==> config.mk <==
export PLATFORM = sky130hd
export DESIGN_NAME = event_counter_bank
export DESIGN_NICKNAME = d
export VERILOG_FILES = /design/src/rtl/event_counter_pkg.sv /design/src/rtl/event_counter_channel.sv /design/src/rtl/event_counter_bank.sv
export SDC_FILE = /design/constraint.sdc
export NUM_CORES = 1
export LEC_CHECK = 0
export CORE_UTILIZATION = 46
export DETAILED_ROUTE_END_ITERATION = 12
export GPL_ROUTABILITY_DRIVEN = 0
export HOLD_SLACK_MARGIN = 0.08
export PLACE_DENSITY = 0.77
export SKIP_CTS_REPAIR_TIMING = 1
export SLEW_MARGIN = 10
export SYNTH_ARGS = -nofsm -noshare
export SYNTH_HDL_FRONTEND = slang
export SYNTH_SLANG_ARGS = --single-unit
==> constraint.sdc <==
create_clock -name clock_i -period 3.11 [get_ports clock_i]
set_input_delay 0.7775 -clock clock_i [delete_from_list [all_inputs] [get_ports clock_i]]
set_output_delay 0.7775 -clock clock_i [all_outputs]
set_load 0.02 [all_outputs]
==> src/rtl/event_counter_pkg.sv <==
// Shared types and helpers for the event counter bank.
// Holds the counter mode constants and the per-channel action encoding.
package event_counter_pkg;

  localparam int CNT_WRAP = 0;
  localparam int CNT_SAT  = 1;

  typedef enum logic [1:0] {
    HOLD,
    CLEAR,
    WRITE,
    INC
  } cnt_action_t;

  function automatic int sel_width(input int n);
    return (n <= 2) ? 1 : $clog2(n);
  endfunction

endpackage

==> src/rtl/event_counter_channel.sv <==
// One event counter channel: clear > write > increment > hold.
// Wraps or saturates at all-ones and keeps a sticky overflow flag.
module event_counter_channel
  import event_counter_pkg::*;
#(
  parameter int WIDTH    = 20,
  parameter int SATURATE = CNT_WRAP
) (
  input  logic             clock_i,
  input  logic             reset_i,
  input  logic             clear_i,
  input  logic             wr_i,
  input  logic [WIDTH-1:0] wr_data_i,
  input  logic             inc_i,
  output logic [WIDTH-1:0] count_o,
  output logic             overflow_o
);

  logic [WIDTH-1:0] count_q, count_d;
  logic             ovf_q, ovf_d;
  cnt_action_t      act;
  logic             at_max;

  assign at_max = &count_q;

  always_comb begin
    if (clear_i)    act = CLEAR;
    else if (wr_i)  act = WRITE;
    else if (inc_i) act = INC;
    else            act = HOLD;
  end

  always_comb begin
    count_d = count_q;
    ovf_d   = ovf_q;
    unique case (act)
      CLEAR: begin
        count_d = '0;
        ovf_d   = 1'b0;
      end
      WRITE: begin
        count_d = wr_data_i;
        ovf_d   = 1'b0;
      end
      INC: begin
        if (at_max) begin
          ovf_d = 1'b1;
          // saturating mode simply leaves the count parked at max
          if (SATURATE != CNT_SAT)
            count_d = '0;
        end else begin
          count_d = count_q + WIDTH'(1);
        end
      end
      default: ;
    endcase
  end

  always_ff @(posedge clock_i or posedge reset_i) begin
    if (reset_i) begin
      count_q <= '0;
      ovf_q   <= 1'b0;
    end else begin
      count_q <= count_d;
      ovf_q   <= ovf_d;
    end
  end

  assign count_o    = count_q;
  assign overflow_o = ovf_q;

endmodule

==> src/rtl/event_counter_bank.sv <==
// Bank of independent event counters with a registered read port.
// EVENT_COUNTER_SNAPSHOT_EN adds an atomic shadow copy read by the port.
module event_counter_bank
  import event_counter_pkg::*;
#(
  parameter  int CHANNELS = 3,
  parameter  int WIDTH    = 20,
  parameter  int SATURATE = CNT_WRAP,
  localparam int SEL_W    = sel_width(CHANNELS)
) (
  input  logic                      clock_i,
  input  logic                      reset_i,
  input  logic [CHANNELS-1:0]       event_i,
  input  logic [CHANNELS-1:0]       enable_i,
  input  logic [CHANNELS-1:0]       clear_i,
  input  logic                      wr_en_i,
  input  logic [SEL_W-1:0]          wr_sel_i,
  input  logic [WIDTH-1:0]          wr_data_i,
  input  logic [SEL_W-1:0]          rd_sel_i,
  output logic [WIDTH-1:0]          rd_data_o,
  output logic                      rd_overflow_o,
  output logic [CHANNELS*WIDTH-1:0] count_flat_o,
  output logic [CHANNELS-1:0]       overflow_o,
  output logic                      any_overflow_o
`ifdef EVENT_COUNTER_SNAPSHOT_EN
  ,
  input  logic                      snap_i,
  output logic                      snap_valid_o
`endif
);

  logic [WIDTH-1:0]    cnt [CHANNELS];
  logic [CHANNELS-1:0] ovf;
  logic [WIDTH-1:0]    src_cnt [CHANNELS];
  logic [CHANNELS-1:0] src_ovf;
  logic [WIDTH-1:0]    rd_data_q, rd_data_d;
  logic                rd_ovf_q, rd_ovf_d;

  for (genvar i = 0; i < CHANNELS; i++) begin : g_ch
    logic wr;
    // out-of-range wr_sel matches no channel, so the write is dropped
    assign wr = wr_en_i && (wr_sel_i == SEL_W'(i));

    event_counter_channel #(
      .WIDTH    (WIDTH),
      .SATURATE (SATURATE)
    ) u_ch (
      .clock_i    (clock_i),
      .reset_i    (reset_i),
      .clear_i    (clear_i[i]),
      .wr_i       (wr),
      .wr_data_i  (wr_data_i),
      .inc_i      (event_i[i] && enable_i[i]),
      .count_o    (cnt[i]),
      .overflow_o (ovf[i])
    );

    assign count_flat_o[i*WIDTH +: WIDTH] = cnt[i];
  end

  assign overflow_o     = ovf;
  assign any_overflow_o = |ovf;

`ifdef EVENT_COUNTER_SNAPSHOT_EN
  logic [WIDTH-1:0]    snap_cnt_q [CHANNELS];
  logic [CHANNELS-1:0] snap_ovf_q;
  logic                snap_valid_q;

  always_ff @(posedge clock_i or posedge reset_i) begin
    if (reset_i) begin
      for (int i = 0; i < CHANNELS; i++)
        snap_cnt_q[i] <= '0;
      snap_ovf_q   <= '0;
      snap_valid_q <= 1'b0;
    end else if (snap_i) begin
      snap_cnt_q   <= cnt;
      snap_ovf_q   <= ovf;
      snap_valid_q <= 1'b1;
    end
  end

  assign src_cnt      = snap_cnt_q;
  assign src_ovf      = snap_ovf_q;
  assign snap_valid_o = snap_valid_q;
`else
  assign src_cnt = cnt;
  assign src_ovf = ovf;
`endif

  always_comb begin
    rd_data_d = '0;
    rd_ovf_d  = 1'b0;
    for (int i = 0; i < CHANNELS; i++) begin
      if (rd_sel_i == SEL_W'(i)) begin
        rd_data_d = src_cnt[i];
        rd_ovf_d  = src_ovf[i];
      end
    end
  end

  always_ff @(posedge clock_i or posedge reset_i) begin
    if (reset_i) begin
      rd_data_q <= '0;
      rd_ovf_q  <= 1'b0;
    end else begin
      rd_data_q <= rd_data_d;
      rd_ovf_q  <= rd_ovf_d;
    end
  end

  assign rd_data_o     = rd_data_q;
  assign rd_overflow_o = rd_ovf_q;

endmodule

==> After elaboration in Yosys (flattened, before gate mapping) <==
Index checks and enable logic that the tools add are counted.
{ "op_classes": {"addsub": 3, "mul": 0, "div": 0, "order_cmp": 0, "n_eq_ne": 16, "n_shift": 0, "mux": 27, "bitwise": 0, "n_reduce_logical": 24} }
{ "ops": {"columns": ["cell", "n"], "rows": [
  ["20-bit case mux with 3 select lines", 3],
  ["20-bit 2-to-1 mux", 6],
  ["20-bit by 1-bit adder with 20-bit output (second input constant)", 3],
  ["20-bit AND reduction", 3],
  ["2-bit 2-to-1 mux", 9],
  ["2-bit equality test (second input constant)", 8],
  ["2-bit by 1-bit equality test with 1-bit output (second input constant)", 5],
  ["3-bit nonzero test", 3],
  ["1-bit logical AND", 6],
  ["1-bit 2-to-1 mux", 6],
  ["2-bit by 1-bit inequality test with 1-bit output (second input constant)", 3],
  ["1-bit case mux with 2 select lines", 3],
  ["2-bit AND reduction", 3],
  ["2-bit nonzero test", 3],
  ["2-bit OR reduction", 3],
  ["2-bit zero test", 2],
  ["3-bit OR reduction", 1]
]} }
{ "totals": {"register_bits": 84, "latch_bits": 0, "ramBits": 0, "romBits": 0, "in_bits": 36, "elab_cells": 78, "mem_count": 0} }

==> Longest topological paths before layout <==
{ "logic_depth": {"word_depth": 8, "mapped_depth": 10, "depth_no_buf": 8} }

==> Modules after synthesis <==
A second synthesis with hierarchy kept.
{ "hier_totals": {"cells_unflattened": 550, "area_unflattened_um2": 5154.9} }
{ "by_module_without_submodules": {"columns": ["module", "instances", "cells_per_inst", "area_per_inst_um2", "seq_area_each_um2"], "rows": [
  ["event_counter_channel", 3, 157, 1366.3, 525.5],
  ["event_counter_bank", 1, 79, 1056.0, 525.5]
]} }

==> Least setup slack after synthesis <==
OpenSTA, ideal clock, no wires.
{ "synth_timing": {"path_type": "input to register", "startpoint": "input wr_sel_i[1]", "endpoint": "register g_ch[0].u_ch.count_q[12]", "arrival_time_ps": 2507, "required_time_ps": 3041, "slack_ps": 534, "cell_stages": 7, "n_path_buf": 0, "cell_sequence": "or3b_2 > a21oi_1 > inv_1 > ha_1 > nand2b_1 > or4_1 > nand3_1"} }
{ "synth_between": {"elab_chain_len": 6} }
{ "synth_rtl": {"columns": ["item", "line", "rtl"], "rows": [
  ["from (decl)", "event_counter_bank.sv:17", "input logic [SEL_W-1:0] wr_sel_i,"],
  ["2-bit zero test *", "event_counter_bank.sv:42", "assign wr = wr_en_i && (wr_sel_i == SEL_W'(i));"],
  ["1-bit logical AND *", "event_counter_bank.sv:42", null],
  ["2-bit 2-to-1 mux *", "event_counter_channel.sv:28", "else if (wr_i) act = WRITE;"],
  ["2-bit 2-to-1 mux *", "event_counter_channel.sv:27", "if (clear_i) act = CLEAR;"],
  ["2-bit equality test / 2-bit by 1-bit equality test with 1-bit output (equally long branches)", "event_counter_channel.sv:36", "unique case (act)"],
  ["20-bit case mux with 3 select lines / 3-bit nonzero test (equally long branches)", null, null],
  ["to (signal assigned)", "event_counter_channel.sv:64", "count_q <= count_d;"],
  ["to (decl)", "event_counter_channel.sv:19", "logic [WIDTH-1:0] count_q, count_d;"]
]} }
Every way passes the cells marked *; elsewhere a longest branch is shown, timed or not.
A chain may end at the register's enable or synchronous reset.

==> Final worst setup path <==
{ "layout_timing": {"startpoint": "input wr_sel_i[0]", "endpoint": "register g_ch[2].u_ch.count_q[18]"} }
{ "layout_between": {"elab_chain_len": 6} }
{ "layout_rtl": {"columns": ["item", "line"], "rows": [
  ["2-bit equality test *", "event_counter_bank.sv:42"],
  ["1-bit logical AND *", "event_counter_bank.sv:42"],
  ["2-bit 2-to-1 mux *", "event_counter_channel.sv:28"],
  ["2-bit 2-to-1 mux *", "event_counter_channel.sv:27"],
  ["2-bit equality test / 2-bit by 1-bit equality test with 1-bit output (equally long branches)", "event_counter_channel.sv:36"],
  ["20-bit case mux with 3 select lines / 3-bit nonzero test (equally long branches)", null],
  ["to (signal assigned)", "event_counter_channel.sv:64"],
  ["to (decl)", "event_counter_channel.sv:19"]
]} }
Marked as above.

==> flow_metrics.py <==
metrics = {
    "logic_synthesis": {
        "synth_edf_count": 0,
        "synth_area_per_cell_um2": 8.708,
        "syn_nets": 642,
        "synth_cell_types": 63,
        "ys_ff_latch": 84,
        "synthXorXnorAreaFrac_pct": 0,
        "synth_mux_area_share_pct": 4.644,
        "synth_cells": 594,
        "synth_fa_ha_area_share_pct": 2.903,
        "yosys_most_used_dff": "dfrtp_1",
        "seq_area_frac_synth_pct": 40.64,
        "synth_simple_gate_area_share_pct": 23.90,
        "syn_area_mm2": 0.005172,
        "async_flop_share_pct": 100.0,
        "yosysWarnings": 0,
        "synth_top_family_by_area": "simple AND/OR/NAND/NOR gates",
        "synth-compound-area-share_pct": 22.47,
    },
    "cts": {
        "htreeDepth": 3,
        "tritoncts": "done",
        "cts_buffer_depth": 2,
        "clk_pin_slew_ps": 80,
        "cts_sinks": 84,
        "clockRootBuffer": "clkbuf_8",
        "cts_buffers": 9,
        "clock_latency_ps": 370,
    },
    "layout": {
        "finalNetCount": 769,
        "utilization_pct": 63.09,
        "num_antenna_cells": 0,
        "drive_above_1_share_pct": 9.517,
        "area_growth_syn_to_layout_pct": 32.80,
    },
    "worst_setup_path": {
        "end_kind": "flip-flop",
        "required_ps": 3350,
        "rr_endpoint": "g_ch[2].u_ch.count_o[19]",
        "worstPathMaxFanout": 13,
        "worst-setup-path-type": "in -> reg",
        "critPathLaunch": "wr_sel_i[0]",
        "rr_worst_depth": 6,
        "critPathLaunchType": "input pin",
        "cp_data_arrival_time_ps": 3210,
        "r2r_slack_ps": 720,
        "r2r-start": "g_ch[2].u_ch.count_o[0]",
    },
    "global_route": {
        "antenna_found_initial": 0,
        "gr-total-overflow": 0,
        "grt_pass1_vias": 5186,
        "grt_max_degree": 85,
        "grt_pass1_wl_mm": 27.16,
        "gr-usage-all-layers_pct": 30.69,
    },
    "worst_hold_path": {
        "hp-class": "reg -> reg",
        "holdPathEnd": "rd_data_o[1]",
        "worstHoldPathCells": 2,
        "min-delay-start": "g_ch[2].u_ch.count_o[1]",
    },
    "timing": {
        "period_share_pct": 95.39,
        "worst_pin_slew_ps": 1081,
        "hold_viol": 0,
        "slew_violations": 0,
        "clock_skew_ps": 7.591,
        "whs_ps": 593.0,
        "fmax_mhz": 337.1,
        "finalCriticalPeriod_ps": 2967,
        "setup_viol": 0,
        "rsz0062_at_grt": "no",
        "slew_headroom_pct": 27.93,
    },
    "floorplan": {
        "fp.dieW_um": 108.0,
        "placementRows": 38,
        "core_mm2": 0.01089,
        "initial_core_util_pct": 47.51,
        "die_h_um": 108.0,
        "dieArea_mm2": 0.01167,
        "io_pins": 121,
    },
    "power_and_ir_drop": {
        "peakVddDrop_mv": 0.2094,
        "p_leak_nw": 2.840,
        "p_per_area_mw_per_mm2": 371.4,
        "power_w": 0.002551,
    },
    "routing": {
        "drc": 0,
        "dr.pass1.iters": 7,
        "wire_per_inst_um": 19.92,
        "drt-vias-per-instance": 6.294,
        "wirelength_mm": 17.23,
        "antenna_left": 0,
        "vias": 5444,
        "drt_iter0_markers": 669,
    },
    "placed_design": {
        "dpl.hpwl_mm": 12.85,
        "port_buffers": 120,
    },
    "run_status": {
        "status": "complete, no violations",
    },
    "flow_run": {
        "max_cap_viol_count": 0,
    },
}
## Yosys cell counts (2+ instances only)
cell type	instances	share of area, %
a31oi_1	8	0.97
a221oi_1	6	1.0
buf_2	2	0.19
nand4_1	11	1.3
o31a_1	5	0.85
nand4_2	2	0.48
and3_1	7	0.85
nor3_1	13	1.3
nor2b_1	5	0.60
nor4_4	2	0.82
nand2_1	78	5.7
nor4_1	3	0.36
a32oi_1	7	1.2
nand3b_1	2	0.29
clkbuf_1	26	1.9
a211o_1	3	0.51
a21o_1	4	0.58
buf_4	7	1.0
nand2b_1	3	0.36
nor2_1	27	2.0
nand3_1	46	4.5
mux2i_1	24	4.6
inv_1	28	2.0
or3_1	6	0.73
ha_1	12	2.9
or4_1	2	0.29
dfrtp_1	84	41
o311ai_0	8	1.4
nand3_2	2	0.39
a221o_1	5	0.97
a21oi_1	37	3.6
buf_1	2	0.15
o22ai_1	5	0.60
a22oi_1	17	2.5
or2_2	2	0.24
o31ai_1	3	0.44
o211ai_1	6	0.87
o21ai_0	57	5.5
and4_1	3	0.51
## cells in the final DEF, fill, tap and decap left out, types with 6 or more instances in the layout
cell             netlist  final
clkdlybuf4s50_1        0    120
dfrtp_1               84     84
nand2_1               78     78
o21ai_0               57     57
nand3_1               46     46
a21oi_1               37     37
buf_4                  7     33
inv_1                 28     27
nor2_1                27     27
mux2i_1               24     24
a22oi_1               17     17
nor3_1                13     13
ha_1                  12     12
nand4_1               11     11
clkbuf_8               0     11
a31oi_1                8      8
o311ai_0               8      8
and3_1                 7      7
a32oi_1                7      7
a221oi_1               6      6
or3_1                  6      6
o211ai_1               6      6
## through the flow
step | TNS [ps] | area, um2 | worst slack [ps] | std cells
after detailed placement | -1215 | 6645 | -130.9 | 850
after global placement | -33.83 | 6645 | -28.78 | 850
after global routing | 0 | 6869 | 48.37 | 865
after floorplan | 0 | 5172 | 167.4 | 594
final | 0 | 6869 | 143.3 | 865
after CTS | 0 | 6869 | 252.6 | 865
## sequential cells by signal (all words and copies together) (netlist names)
register,count
rd_data_o,20
g_ch.u_ch.count_o,60
rd_overflow_o,1
g_ch.u_ch.overflow_o,3
## how the worst max path moves through the flow
stage / endpoint
after CTS: g_ch[2].u_ch.count_o[18]
after detailed placement: g_ch[2].u_ch.count_o[18]
after floorplan: g_ch[0].u_ch.count_o[0]
final: g_ch[2].u_ch.count_o[18]
after global routing: g_ch[2].u_ch.count_o[0]
after global placement: g_ch[2].u_ch.count_o[19]
## critical path: stages
cell,delay [ps]
clkdlybuf4s50_1,430
nand3b_1,260
a21oi_1,270
ha_1,220
inv_1,60
a21oi_1,820
nand3_1,180
o311ai_0,180
## layout make-up
cell class,instances,area [um2]
clock buffer,11,151.4
clock inverter,4,72.57
fill,923,4019
inverter,29,110.1
multi-input combinational,443,2789
sequential,84,2102
tap,140,175.2
timing repair buffer,154,1469
## cell families after synthesis
logic type	Yosys count
multiplexers	24
adder cells (fa/ha/maj)	12
flip-flops	84
AO/OA/AOI/OAI	179
buffers and inverters	67
AND/OR/NAND/NOR	228
## where the power goes
| group | leakage [nW] | total (W) | internal [W] | switching, W |
|---|---|---|---|---|
| clock network | 0.111 | 0.000898 | 0.000491 | 0.000407 |
| logic | 1.57 | 0.000452 | 0.000199 | 0.000254 |
| registers | 1.16 | 0.00120 | 0.00113 | 0.0000698 |
| total | 2.84 | 0.00255 | 0.00182 | 0.000731 |
## per-layer routing
metal	GRT usage, %	vias to the layer above	share of wire, %
li1	-	2447	-
met4	12.04	0	2.5
met5	0	-	0
met2	47.91	365	46
met1	40.75	2583	39
met3	7.776	49	12
No activity file was read; power rests on OpenSTA's default activity.
